`src/rtl/div_ctrl.sv`:
```
// Multi-cycle RV32M DIV/DIVU/REM/REMU sequencer using a restoring shift-subtract loop.
// Optional macro DIV_EARLY_OUT_EN: finish zero-divisor and |dividend| < |divisor| cases at once.
module div_ctrl #(
    parameter int XLEN  = 32,
    parameter int CNT_W = 5
) (
    input  logic            clk,
    input  logic            rst_n,
    input  logic            start_i,
    input  logic [1:0]      op_i,
    input  logic [XLEN-1:0] dividend_i,
    input  logic [XLEN-1:0] divisor_i,
    input  logic [4:0]      rd_addr_i,
    input  logic            flush_i,
    output logic            busy_o,
    output logic            hold_req_o,
    output logic            ready_o,
    output logic [XLEN-1:0] result_o,
    output logic [4:0]      rd_addr_o
);

    typedef enum logic [1:0] {
        IDLE = 2'd0,
        CALC = 2'd1,
        DONE = 2'd2
    } state_t;

    state_t             state;
    logic               rem_sel;
    logic               neg_q;
    logic               neg_r;
    logic               ready_q;
    logic [XLEN-1:0]    dvd;
    logic [XLEN-1:0]    dsr;
    logic [XLEN-1:0]    rem;
    logic [CNT_W-1:0]   cnt;

    logic               signed_op;
    logic               div_zero;
    logic               accept;
    logic [XLEN-1:0]    a_abs;
    logic [XLEN-1:0]    b_abs;
    logic [XLEN:0]      rem_ext;
    logic               ge;
    logic [XLEN-1:0]    rem_nx;
    logic [XLEN-1:0]    dvd_nx;
    logic [XLEN-1:0]    q_fix;
    logic [XLEN-1:0]    r_fix;
    logic [XLEN-1:0]    fin;

    assign signed_op = ~op_i[0];
    assign div_zero  = (divisor_i == '0);
    assign accept    = (state == IDLE) && start_i && !flush_i;
    assign a_abs     = (signed_op && dividend_i[XLEN-1]) ? -dividend_i : dividend_i;
    assign b_abs     = (signed_op && divisor_i[XLEN-1])  ? -divisor_i  : divisor_i;

    // The partial remainder is kept one bit wider during the compare so divisors
    // above 2^31 cannot lose the carried-out top bit.
    assign rem_ext = {rem, dvd[XLEN-1]};
    assign ge      = (rem_ext >= {1'b0, dsr});
    assign rem_nx  = ge ? (rem_ext[XLEN-1:0] - dsr) : rem_ext[XLEN-1:0];
    assign dvd_nx  = {dvd[XLEN-2:0], ge};
    assign q_fix   = neg_q ? -dvd_nx : dvd_nx;
    assign r_fix   = neg_r ? -rem_nx : rem_nx;
    assign fin     = rem_sel ? r_fix : q_fix;

`ifdef DIV_EARLY_OUT_EN
    logic            early;
    logic [XLEN-1:0] early_res;
    assign early     = div_zero || (a_abs < b_abs);
    assign early_res = op_i[1] ? dividend_i : (div_zero ? '1 : '0);
`endif

    assign busy_o     = (state != IDLE);
    assign hold_req_o = accept || (state == CALC);
    assign ready_o    = ready_q && !flush_i;

    always_ff @(posedge clk or negedge rst_n) begin
        if (!rst_n) begin
            state     <= IDLE;
            rem_sel   <= 1'b0;
            neg_q     <= 1'b0;
            neg_r     <= 1'b0;
            ready_q   <= 1'b0;
            dvd       <= '0;
            dsr       <= '0;
            rem       <= '0;
            cnt       <= '0;
            result_o  <= '0;
            rd_addr_o <= '0;
        end else begin
            case (state)
                IDLE: begin
                    ready_q <= 1'b0;
                    if (accept) begin
                        rem_sel   <= op_i[1];
                        rd_addr_o <= rd_addr_i;
                        // Divide by zero skips fix-up and shifts the raw dividend
                        // through, leaving it intact as the remainder.
                        neg_q     <= signed_op && !div_zero && (dividend_i[XLEN-1] ^ divisor_i[XLEN-1]);
                        neg_r     <= signed_op && !div_zero && dividend_i[XLEN-1];
                        dvd       <= div_zero ? dividend_i : a_abs;
                        dsr       <= b_abs;
                        rem       <= '0;
                        cnt       <= '0;
`ifdef DIV_EARLY_OUT_EN
                        if (early) begin
                            result_o <= early_res;
                            ready_q  <= 1'b1;
                            state    <= DONE;
                        end else begin
                            state    <= CALC;
                        end
`else
                        state     <= CALC;
`endif
                    end
                end
                CALC: begin
                    if (flush_i) begin
                        state <= IDLE;
                    end else begin
                        rem <= rem_nx;
                        dvd <= dvd_nx;
                        cnt <= cnt + 1'b1;
                        if (cnt == CNT_W'(XLEN - 1)) begin
                            result_o <= fin;
                            ready_q  <= 1'b1;
                            state    <= DONE;
                        end
                    end
                end
                DONE: begin
                    ready_q <= 1'b0;
                    state   <= IDLE;
                end
                default: begin
                    ready_q <= 1'b0;
                    state   <= IDLE;
                end
            endcase
        end
    end

endmodule
```
`config.mk`:
```
export PLATFORM = sky130hd
export DESIGN_NAME = div_ctrl
export DESIGN_NICKNAME = d
export VERILOG_FILES = /design/src/rtl/div_ctrl.sv
export SDC_FILE = /design/constraint.sdc
export NUM_CORES = 1
export LEC_CHECK = 0
export CORE_MARGIN = 8
export CORE_UTILIZATION = 57
export CTS_BUF_LIST = sky130_fd_sc_hd__clkbuf_8
export DETAILED_ROUTE_END_ITERATION = 7
export GPL_TIMING_DRIVEN = 0
export PLACE_DENSITY = 0.8
export SLEW_MARGIN = 25
export SYNTH_ARGS = -nofsm -noshare
export SYNTH_HDL_FRONTEND = slang
export SYNTH_SLANG_ARGS = --single-unit
export TNS_END_PERCENT = 20
```
`constraint.sdc`:
```
create_clock -name clk -period 6.7 [get_ports clk]
set_clock_uncertainty 0.15 [all_clocks]
set_input_delay 0.67 -clock clk [delete_from_list [all_inputs] [get_ports clk]]
set_output_delay 0.67 -clock clk [all_outputs]
set_load 0.01 [all_outputs]
```
==> flow_summary.json <==
{
  "status": "finished clean",
  "via_count": 11430,
  "switching_power_mw": 3.15,
  "post_cts_resized": 0,
  "die_area_um2": 24600,
  "cts.sinks": 144,
  "p_comb_share_pct": 65.3,
  "arrival_ns": 6.83,
  "die_h_um": 157,
  "p_seq_share_pct": 22.3,
  "drive_above_1_share_pct": 5.72,
  "yosys_register_bits": 144,
  "final_area_um2": 13200,
  "clkPwrFrac_pct": 12.4,
  "rr_startpoint": "rem[7]",
  "critPathKind": "flop to flop",
  "numCtsBuffers": 17,
  "ant_nets": 0,
  "fin_crit_sh_pct": 98.1,
  "synth_nets": 1557,
  "place.port_buffers": 114,
  "core_um2": 19500,
  "critPathRequiredTime_ns": 6.96,
  "cts-root-buf": "clkbuf_8",
  "critPathMaxFanout": 10,
  "cts_max_level": 4,
  "slowest_delay_ns": 0.71,
  "tightest_slew_ns": 0.822,
  "nNetsFinal": 1691,
  "first_pass_iters": 6,
  "gr-usage-met2_pct": 47.0,
  "slew_headroom_pct": 44.8,
  "rsz0062_at_grt": "false",
  "crit_chain": "ha_1 -> buf_2 -> nand4_1 -> nor4_1 -> nand4b_1 -> o211a_1 -> o21ai_4 -> buf_2 -> buf_2 -> buf_2 -> nand2_1 -> o21ai_0 -> ha_1 -> nand3_1 -> or2_2 -> nor4_1 -> a31oi_2 -> o41ai_2 -> xor2_1 -> a211oi_1 -> a21o_1",
  "syn2layout_area_growth_pct": 16.9,
  "grt_start_max_net_pins": 76,
  "hold_class": "input pin to async pin",
  "overflow": 0,
  "postSynthCellCount": 1443,
  "drtIter0Drc": 995,
  "n_antenna_cell": 0,
  "whs_ns": 0.00785,
  "drt-vias-per-instance": 6.16,
  "drc": 0,
  "synth_top_area_cell": "dfrtp_1",
  "crit_top_cell": "buf_2",
  "finalSetupViolations": 0,
  "place_inst": 1823,
  "syn-cell-area_um2": 11300,
  "synth.distinct_cells": 82,
  "gr-usage-met1_pct": 42.3,
  "min_period_ns": 6.57,
  "yosysTopAreaCellShare_pct": 31.8,
  "rows": 51,
  "syn_avg_cell_area_um2": 7.85,
  "grt_pass1_wl_um": 58700,
  "setup.worst_path.start": "rem[7]",
  "hpwl_um": 29200,
  "p_total_mw": 5.90,
  "pin_count": 115,
  "antenna_found_initial": 0,
  "end_kind": "flop",
  "path_buf_inv": 4,
  "fmaxAchievable_mhz": 152,
  "gp_congestion": 1.03,
  "clockBufferDepth": 2,
  "layout_commonest_cell": "nand2_1",
  "nFillCells": 1667,
  "final_cell_mix": "213 x nand2_1, 185 x o21ai_0, 144 x dfrtp_1, 116 x a21oi_1, 113 x clkdlybuf4s50_1",
  "die_w_um": 157,
  "synth_edf_count": 0,
  "clk_latency_ns": 0.47,
  "ff_latch_area_um2": 3600,
  "slowest_stage": "nor4_1",
  "slew_viol_final": 0,
  "swShare_pct": 53.3,
  "finalHoldViolations": 0,
  "start_kind": "flop",
  "cts_hold_buf": 0,
  "tns_ns": 0,
  "postCtsSetupBuffers": 0,
  "synth.area.top_cells": "dfrtp_1 32%, o21ai_0 8.2%, nand2_1 7.1%",
  "initial_core_util_pct": 58.2,
  "cts_tree": "done",
  "path_clk_slew_ns": 0.10,
  "grt_usage_pct": 30.3,
  "ys_seq_area_share_pct": 31.8,
  "power.density_nw_per_um2": 446,
  "wl_per_cell_um": 19.7,
  "drt-total-wl_um": 36600,
  "vdd_drop_max_v": 0.000263,
  "max_cap_violations": 0,
  "grt_pass1_vias": 10905,
  "use_met3_pct": 6.11,
  "p_leak_nw": 5.49,
  "finalNonFillerCells": 1855,
  "postPlaceCellArea_um2": 12800,
  "grt-busiest-layer": "met2",
  "multi_input_area_um2": 7200,
  "synth_top_flop_cell": "dfrtp_1",
  "synth_warnings": 0,
  "ys_async_sr_fraction_pct": 100,
  "cpLargestDelayFamily": "simple AND/OR/NAND/NOR gates",
  "p_int_mw": 2.76
}
[power by group through the flow]
stage	sequential, mW	combinational, mW	clock (mW)
6_report	1.31	3.86	0.731
3_3_place_gp	1.31	3.70	0
5_1_grt	1.33	4.18	0.774
4_1_cts	1.30	3.77	0.737
2_1_floorplan	1.22	2.73	0
3_5_place_dp	1.32	3.74	0
[routing by layer]
layer	wire length (um)	vias to the layer above
met4	598	0
met1	16600	5434
li1	-	5428
met5	0	-
met3	3100	45
met2	16400	523
[path summary, 6_finish.rpt]
path                                 to  slack (ns)  cells after the start
setup / recovery           result_o[26]        0.13                     21
max in group asynchronous        dvd[8]        5.59                      2
min in group clk           rd_addr_o[3]        0.33                      2
hold / removal                  dsr[26]       0.008                      1
hold reg to reg            rd_addr_o[3]        0.33                      2
setup reg to reg           result_o[26]        0.13                     21
[sequential cells by signal, indices dropped and copies added (netlist names)]
signal	count
neg_r	1
rem_sel	1
dvd	32
dsr	32
cnt	5
ready_q	1
result_o	32
rd_addr_o	5
state	2
rem	32
neg_q	1
[per-stage QoR]
stage	worst slack, ns	utilization (%)
after floorplan	1.92	-
after global placement	-1.07	65.8
after detailed placement	0.419	66.0
after CTS	0.424	68.1
after global routing	0.0402	68.1
final	0.128	68.1
[worst register-to-register path, delay by kind of cell, from the launching register on]
kind	cells	cell delay, ns
compound gates	7	1.71
xor+xnor	1	0.12
fa+ha+maj	2	0.71
buf+inv	4	1.23
flops	1	0.47
simple gates	7	2.14
[cell usage after synthesis, drive strengths merged (3+ instances only)]
master,count
nor2,110
nor4b,4
a21o,10
a22oi,7
nand3b,8
a211oi,14
xor2,83
nand4b,4
o31ai,26
and3,9
or4,10
o211ai,9
o22ai,7
nand2,213
nand4,13
a22o,6
ha,38
o21ai,193
nand3,23
o41ai,16
mux2i,23
o21bai,3
and4,4
nor2b,5
xnor2,56
a21oi,119
buf,22
a31oi,14
nand2b,15
o21a,5
mux2,5
dfrtp,144
nor3,31
or3,17
and2,7
or2,9
clkbuf,57
nor4,24
inv,53
[final cells by class]
cell class | instances | area share [%]
timing repair buffer | 115 | 8.86
buffer | 79 | 2.49
clock buffer | 17 | 1.77
sequential | 144 | 27.2
clock inverter | 15 | 1.30
inverter | 53 | 1.50
tap | 265 | 2.50
multi-input combinational | 1167 | 54.4
[logic make-up after synthesis]
| family | Yosys count | synth area share [%] |
|---|---|---|
| DFF | 144 | 31.8 |
| xor gates and xnor gates | 139 | 10.9 |
| AOI/OAI and AO/OA | 450 | 24.0 |
| muxes | 28 | 2.53 |
| and+or+nand+nor | 511 | 21.6 |
| buffers and inverters | 132 | 4.67 |
| adders and majority gates | 39 | 4.37 |
No activity file was read; power rests on OpenSTA's default activity.
